### config.mk
export PLATFORM = sky130hd
export DESIGN_NAME = mdu_ctrl
export DESIGN_NICKNAME = d
export VERILOG_FILES = /design/src/rtl/mdu_ctrl_pkg.sv /design/src/rtl/mdu_ctrl_div_step.sv /design/src/rtl/mdu_ctrl.sv
export SDC_FILE = /design/constraint.sdc
export NUM_CORES = 2
export LEC_CHECK = 0
export CORE_MARGIN = 2
export CORE_UTILIZATION = 55
export DETAILED_ROUTE_END_ITERATION = 12
export PLACE_DENSITY = 0.74
export SLEW_MARGIN = 30
export SYNTH_ARGS = -nofsm -noshare
export SYNTH_HDL_FRONTEND = slang
export SYNTH_SLANG_ARGS = --single-unit
### constraint.sdc
create_clock -name clk -period 11.55 [get_ports clk]
set_input_delay 1.7325 -clock clk [delete_from_list [all_inputs] [get_ports clk]]
set_output_delay 1.7325 -clock clk [all_outputs]
set_load 0.02 [all_outputs]
### src/rtl/mdu_ctrl_pkg.sv
// Shared types and constants for the multiply/divide sequencer.
// Op encodings, FSM states and the HI/LO write bus layout.
package mdu_ctrl_pkg;

    typedef enum logic [1:0] {
        MDU_OP_MULT  = 2'b00,
        MDU_OP_MULTU = 2'b01,
        MDU_OP_DIV   = 2'b10,
        MDU_OP_DIVU  = 2'b11
    } mdu_op_e;

    typedef enum logic [2:0] {
        ST_IDLE    = 3'd0,
        ST_MUL     = 3'd1,
        ST_DIV_RUN = 3'd2,
        ST_DIV_FIX = 3'd3,
        ST_DONE    = 3'd4
    } mdu_state_e;

    localparam int MDU_TO_HILO_WD = 66;

    typedef struct packed {
        logic        hi_we;
        logic        lo_we;
        logic [31:0] hi_wdata;
        logic [31:0] lo_wdata;
    } mdu_hilo_t;

    // Magnitude of a value, treating it as two's complement only when signed.
    function automatic logic [31:0] mag32(input logic [31:0] v,
                                          input logic        sgn);
        return (sgn && v[31]) ? (32'd0 - v) : v;
    endfunction

endpackage

### src/rtl/mdu_ctrl_div_step.sv
// One restoring-divide iteration: shift in a dividend bit,
// trial-subtract the divisor, keep the difference when it does not borrow.
module mdu_ctrl_div_step (
    input  logic [31:0] rem_i,
    input  logic        bit_i,
    input  logic [31:0] dvs_i,
    output logic [31:0] rem_o,
    output logic        q_o
);

    logic [32:0] part;
    logic [32:0] diff;

    // A set top bit of the partial remainder already exceeds any divisor,
    // otherwise the sign of the 33-bit difference is the borrow.
    always_comb begin
        part  = {rem_i, bit_i};
        diff  = part - {1'b0, dvs_i};
        q_o   = part[32] | ~diff[32];
        rem_o = q_o ? diff[31:0] : part[31:0];
    end

endmodule

### src/rtl/mdu_ctrl.sv
// Multiply/divide sequencer for EX: 1-cycle product or 32-step divide,
// pipeline stall request and HI/LO write-port arbitration with mthi/mtlo.
module mdu_ctrl
    import mdu_ctrl_pkg::*;
#(
    parameter int DIV_ITERS = 32
) (
    input  logic        clk,
    input  logic        rst,
    input  logic        start,
    input  logic [1:0]  op,
    input  logic [31:0] src1,
    input  logic [31:0] src2,
    input  logic        flush,
    input  logic        mt_we,
    input  logic        mt_sel,
    input  logic [31:0] mt_wdata,
    output logic        stallreq,
    output logic        busy,
    output logic        hi_we,
    output logic        lo_we,
    output logic [31:0] hi_wdata,
    output logic [31:0] lo_wdata
);

    localparam int CW = $clog2(DIV_ITERS);
    localparam logic [CW-1:0] CNT_LAST = CW'(DIV_ITERS - 1);

    mdu_state_e    state_q, state_d;
    logic          sgn_q, sgn_d;
    logic [31:0]   src1_q, src1_d;
    logic [31:0]   src2_q, src2_d;
    logic [31:0]   rem_q, rem_d;
    logic [31:0]   quo_q, quo_d;
    logic [31:0]   dvs_q, dvs_d;
    logic [31:0]   hi_q, hi_d;
    logic [31:0]   lo_q, lo_d;
    logic [CW-1:0] cnt_q, cnt_d;

    logic signed [32:0] mul_a;
    logic signed [32:0] mul_b;
    logic [63:0]        prod;
    logic [31:0]        step_rem;
    logic               step_q;
    logic               q_neg;
    logic               r_neg;
    mdu_hilo_t          hilo;

    mdu_ctrl_div_step u_step (
        .rem_i (rem_q),
        .bit_i (quo_q[31]),
        .dvs_i (dvs_q),
        .rem_o (step_rem),
        .q_o   (step_q)
    );

    // 33x33 signed multiply; unsigned ops zero-extend into the 33rd bit.
    always_comb begin
        mul_a = {sgn_q & src1_q[31], src1_q};
        mul_b = {sgn_q & src2_q[31], src2_q};
        prod  = 64'(mul_a * mul_b);
        q_neg = sgn_q & (src1_q[31] ^ src2_q[31]);
        r_neg = sgn_q & src1_q[31];
    end

    // State, operand and result registers.
    always_ff @(posedge clk) begin
        if (rst) begin
            state_q <= ST_IDLE;
            sgn_q   <= 1'b0;
            src1_q  <= '0;
            src2_q  <= '0;
            rem_q   <= '0;
            quo_q   <= '0;
            dvs_q   <= '0;
            hi_q    <= '0;
            lo_q    <= '0;
            cnt_q   <= '0;
        end else begin
            state_q <= state_d;
            sgn_q   <= sgn_d;
            src1_q  <= src1_d;
            src2_q  <= src2_d;
            rem_q   <= rem_d;
            quo_q   <= quo_d;
            dvs_q   <= dvs_d;
            hi_q    <= hi_d;
            lo_q    <= lo_d;
            cnt_q   <= cnt_d;
        end
    end

    // Next-state and datapath sequencing; flush always returns to IDLE.
    always_comb begin
        state_d = state_q;
        sgn_d   = sgn_q;
        src1_d  = src1_q;
        src2_d  = src2_q;
        rem_d   = rem_q;
        quo_d   = quo_q;
        dvs_d   = dvs_q;
        hi_d    = hi_q;
        lo_d    = lo_q;
        cnt_d   = cnt_q;
        unique case (state_q)
            ST_IDLE: begin
                if (start && !flush) begin
                    sgn_d  = ~op[0];
                    src1_d = src1;
                    src2_d = src2;
                    cnt_d  = '0;
                    rem_d  = '0;
                    quo_d  = mag32(src1, ~op[0]);
                    dvs_d  = mag32(src2, ~op[0]);
                    if (op == MDU_OP_MULT || op == MDU_OP_MULTU) begin
                        state_d = ST_MUL;
                    end else if (src2 == 32'd0) begin
                        state_d = ST_DIV_FIX;
                    end else begin
                        state_d = ST_DIV_RUN;
                    end
                end
            end
            ST_MUL: begin
                {hi_d, lo_d} = prod;
                state_d      = ST_DONE;
            end
            ST_DIV_RUN: begin
                rem_d = step_rem;
                quo_d = {quo_q[30:0], step_q};
                cnt_d = cnt_q + 1'b1;
                if (cnt_q == CNT_LAST) begin
                    state_d = ST_DIV_FIX;
                end
            end
            ST_DIV_FIX: begin
                if (src2_q == 32'd0) begin
                    lo_d = 32'hFFFF_FFFF;
                    hi_d = src1_q;
                end else if (sgn_q && src1_q == 32'h8000_0000
                             && src2_q == 32'hFFFF_FFFF) begin
                    lo_d = 32'h8000_0000;
                    hi_d = 32'd0;
                end else begin
                    lo_d = q_neg ? (32'd0 - quo_q) : quo_q;
                    hi_d = r_neg ? (32'd0 - rem_q) : rem_q;
                end
                state_d = ST_DONE;
            end
            ST_DONE: begin
                state_d = ST_IDLE;
            end
            default: begin
                state_d = ST_IDLE;
            end
        endcase
        if (flush) begin
            state_d = ST_IDLE;
        end
    end

    // HI/LO port: the result owns both registers in DONE, else mt passes.
    always_comb begin
        hilo = '0;
        if (state_q == ST_DONE && !flush) begin
            hilo.hi_we    = 1'b1;
            hilo.lo_we    = 1'b1;
            hilo.hi_wdata = hi_q;
            hilo.lo_wdata = lo_q;
        end else if (mt_we) begin
            if (mt_sel) begin
                hilo.hi_we    = 1'b1;
                hilo.hi_wdata = mt_wdata;
            end else begin
                hilo.lo_we    = 1'b1;
                hilo.lo_wdata = mt_wdata;
            end
        end
        if (rst) begin
            hilo = '0;
        end
    end

    // Stall the front of the pipe from issue until the result cycle.
    always_comb begin
        busy     = !rst && (state_q != ST_IDLE);
        stallreq = !rst && !flush
                   && ((state_q == ST_IDLE && start)
                       || (busy && state_q != ST_DONE));
        hi_we    = hilo.hi_we;
        lo_we    = hilo.lo_we;
        hi_wdata = hilo.hi_wdata;
        lo_wdata = hilo.lo_wdata;
    end

endmodule

; Yosys cells after proc, flatten, opt, wreduce, memory -nomap -nowiden
; Index checks and enable logic that the tools add are counted.
[word_totals]
register_bits = 233
elab_cells = 91
inputBits = 104
[classes]
n_mul = 1
bitwise_logic = 7
addsub = 6
n_eq_ne = 11
n_mux = 29
reduce_logical = 27
[ops]
columns = cell, count
row1 = two-way mux 32 bit, 13
row2 = case mux 32 bit (2 select lines), 4
row3 = two-way mux 66 bit, 3
row4 = subtractor 1 x 32 -> 32 bit (first input constant), 4
row5 = equality test 32 bit (second input constant), 2
row6 = logical NOT 32 bit, 2
row7 = multiplier 33 x 33 -> 64 bit, 1
row8 = subtractor 33 x 32 -> 33 bit, 1
row9 = logical AND 1 bit, 11
row10 = case mux 5 bit (2 select lines), 1
row11 = case mux 3 bit (3 select lines), 1
row12 = equality test 3 x 2 -> 1 bit (second input constant), 2
row13 = two-way mux 3 bit, 2
row14 = AND reduction 2 bit, 3
row15 = adder 5 x 1 -> 5 bit (second input constant), 1
row16 = equality test 5 bit (second input constant), 1
row17 = two-way mux 5 bit, 1
row18 = != test 2 bit (second input constant), 2
row19 = nonzero test 2 bit, 2
row20 = OR reduction 2 bit, 2
row21 = AND 1 bit, 3
row22 = equality test 3 x 1 -> 1 bit (second input constant), 1
row23 = equality test 3 bit (second input constant), 1
row24 = logical NOT 3 bit, 1
row25 = other kinds (11), 16

; Depth between registers and ports, before layout
[logic_depth]
ltp_word = 6
depth_mapped = 32

; By module
; A second synthesis with hierarchy kept.
[unflattened]
hier_cells = 6299
hier_area_um2 = 53169.7
[by_module_without_submodules]
columns = module, cells_each, area_each_um2, n_inst
row1 = mdu_ctrl, 6007, 50933.8, 1
row2 = mdu_ctrl_div_step, 292, 2235.9, 1

; Worst setup path before layout
; OpenSTA, ideal clock, no wires.
[synth_path]
path_type = register to register
start = register src1_q[31]
end = register hi_q[29]
path_buffers = 3
arrival_time_ns = 8.135
slack_ns = 3.299
setup_ns = 0.117
path_stages_with_launch = 32
cell_sequence = dfxtp_1 clkbuf_1 and2_1 clkbuf_1 buf_1 nand2_1 inv_1 fa_1 inv_1 fa_1 inv_1 fa_1 fa_1 inv_1 fa_1 inv_1 fa_1 inv_1 fa_1 fa_1 inv_1 ha_1 a21o_1 a21oi_1 o21bai_1 a21o_1 a21oi_1 o21ai_0 or3_1 nor3_1 a21oi_1 a22o_1
[synth_between]
elab_chain_len = 6
word_cells_on_any_way = 9
[synth_lines]
columns = item, line
row1 = from (decl), mdu_ctrl.sv:31  ; logic [31:0] src1_q, src1_d;
row2 = from (signal assigned), mdu_ctrl.sv:82  ; src1_q <= src1_d;
row3 = "parallel branches: the longest is 5 deep, another holds multiplier 33 x 33 -> 64 bit", --
row4 = case mux 32 bit (2 select lines) (*), mdu_ctrl.sv:105  ; unique case (state_q)
row5 = to (signal assigned), mdu_ctrl.sv:87  ; hi_q <= hi_d;
row6 = to (decl), mdu_ctrl.sv:36  ; logic [31:0] hi_q, hi_d;
; Every way passes the cells marked *.
; A chain may end at the register's enable or synchronous reset.

; Final worst setup path
; Same ends and word-level chain as after synthesis.

==> run summary <==
share of cells above drive strength 1: 0.0344
DR WL met3: 23700 um
crit path launch type: register
fin area: 56200 sq um
clk buf depth: 3
Worst path max stage delay: 1.03 ns
Top Ports: 172
Yosys cell types: 85
min-delay worst type: register to register
Cell Area, Synth: 52800 sq um
synth cell count leaders: inv_1, nand2_1, fa_1
top cells by area, synth: fa_1, dfxtp_1, inv_1
area grow syn2layout: 6.50%
detailed-route via count: 44503
ys async rst share: 0
CP Max Fanout: 54
total placed instance area: 55300 sq um
CP Buf/Inv Count: 7
Final ANT Viol Nets: 0
Leakage Power: 26.2 nW
max cap viols: 0
H-Tree Depth: 1
# hold bufs at CTS: 0
Slowest-stage cell, CP: fa_1
Syn Inst Count: 6273
Die X: 314 um
Std-Cell Rows: 113
DRT iter0 DRCs: 5155
highest routed layer: met5
metal1 wirelength: 71100 um
Max Freq: 0.106 GHz
relative slew slack: 0.189
nets: 7629
routed wire length: 183000 um
Remaining DRCs: 0
IO buf count: 171
Die Area: 98400 sq um
clk sinks: 232
drt first pass iters: 7
VDD IR max: 0.112 mV
PostCTS Resize Cnt: 0
met2 wire len: 77500 um
Seq/Total Area, Yosys: 0.0880
initial antenna violation count: 8
placer congestion estimate: 1.03
syn nets: 7754
Worst-path clk slew: 0.06 ns
total grt overflow: 0
detailed placement HPWL: 139000 um
RSZ-0062 raised after global routing: false
final hold vios: 0
status: completed
pwr/cell area: 51.4 nW/um^2
global-route wire length before repair: 279000 um
largest net degree at the start of global routing: 93
clk_lat worst skew: 0.61 ns
final setup TNS: 0 ns
cell family with most CP delay: adder cells
Routed wire per std cell: 24.6 um
Setup Crit Path Kind: register to register
Via density: 5.98
fin crit period: 9.46 ns
Starting Density: 0.555
CTS buffer count: 28
worst endpoint required time: 12.00 ns
Worst Tran Pin Value: 1.20 ns
most frequent CP cell: fa_1
Core ar.: 95000 sq um
Mapped Avg Cell Area: 8.41 sq um
Synthesis Warnings: 0
most frequent cell after synthesis: inv_1
DIE HEIGHT: 314 um
Max Slew Vio Count: 0
Tcrit/Tclk final: 0.819
GRT Total Usage: 0.378
top-area cell type share of the netlist area: 0.427
# setup viols final: 0
setup bufs post-CTS: 0
Crit. End Element: register
Clock Root Buffer: clkbuf_16
Synth Flop Type: dfxtp_1
Clock Skews: 0.0468 ns
Yosys reg bits: 232
Post-synth EDFFs: 0
number of global-route vias before repair: 45748
Critical Path AT: 9.92 ns
CTS tree: yes
post-synth top area cell: fa_1
## worst min-delay path, delay by kind of cell, from the launching register on
| kind | cells | cell delay, ns |
|---|---|---|
| AND/OR/NAND/NOR | 2 | 0.09 |
| flip-flops | 1 | 0.31 |
## where the power goes
| part | internal (mW) | switching [mW] |
|---|---|---|
| Combinational | 0.363 | 0.741 |
| Clock | 0.511 | 0.390 |
| Sequential | 0.830 | 0.0515 |
## state kept, by name (all words and copies together), names as in the netlist
name     flops
hi_q        32
quo_q       32
sgn_q        1
rem_q       32
src1_q      32
src2_q      32
dvs_q       31
state_q      3
cnt_q        5
lo_q        32
## metal layers
layer	vias up	track usage
met3	572	0.108
met4	4	0.172
met5	-	0.00338
li1	18882	-
met1	22235	0.518
met2	2810	0.556
## metrics by stage
| step | setup slack [ns] | power [mW] | instances | hold WS [ns] | util |
|---|---|---|---|---|---|
| after CTS | 2.16 | 2.85 | 7430 | 0.438 | 0.591 |
| after floorplan | 3.30 | 1.53 | 6273 | 0.415 | - |
| final | 2.09 | 2.89 | 7437 | 0.438 | 0.591 |
| after global routing | 1.57 | 3.00 | 7431 | 0.452 | 0.591 |
| after global placement | 2.38 | 1.95 | 7382 | 0.425 | 0.582 |
| after detailed placement | 2.29 | 1.96 | 7382 | 0.429 | 0.582 |
## final timing paths
check	start	endpoint	slack (ns)	cells after the start
max	src1_q[31]	hi_q[29]	2.09	28
min	hi_q[15]	hi_q[15]	0.44	2
max reg2reg	src1_q[31]	hi_q[29]	2.09	28
min reg2reg	hi_q[15]	hi_q[15]	0.44	2
## cells in the final DEF (no fill, tap or decap), types with 123 or more instances in the layout
cell type and n:
and2_1 351, nand2_1 1134, o21ai_0 123, clkdlybuf4s50_1 170, nor2_1 225, inv_1 1176
a21oi_1 372, fa_1 1126, ha_1 251, dfxtp_1 227
## cell type report
class	instances	area, sq um
fill	8487	38800
timing repair buffer	277	2510
antenna	6	15.0
multi-input combinational	4433	42100
clock buffer	36	761
inverter	1176	4410
clock inverter	12	150
sequential	232	4650
tap	1265	1580
## cells by family (layout without fill, tap and decap cells)
logic type      after synthesis  after routing  share of synthesized area
fa+ha+maj                  1377           1377                      0.487
flops                       232            232                     0.0880
simple gates               1972           1972                      0.170
compound gates              856            856                      0.102
other cells                   0              6                          0
buf+inv                    1608           1501                      0.115
mux                          11             11                    0.00211
xor+xnor                    217            217                     0.0360
No activity file was read; power rests on OpenSTA's default activity.
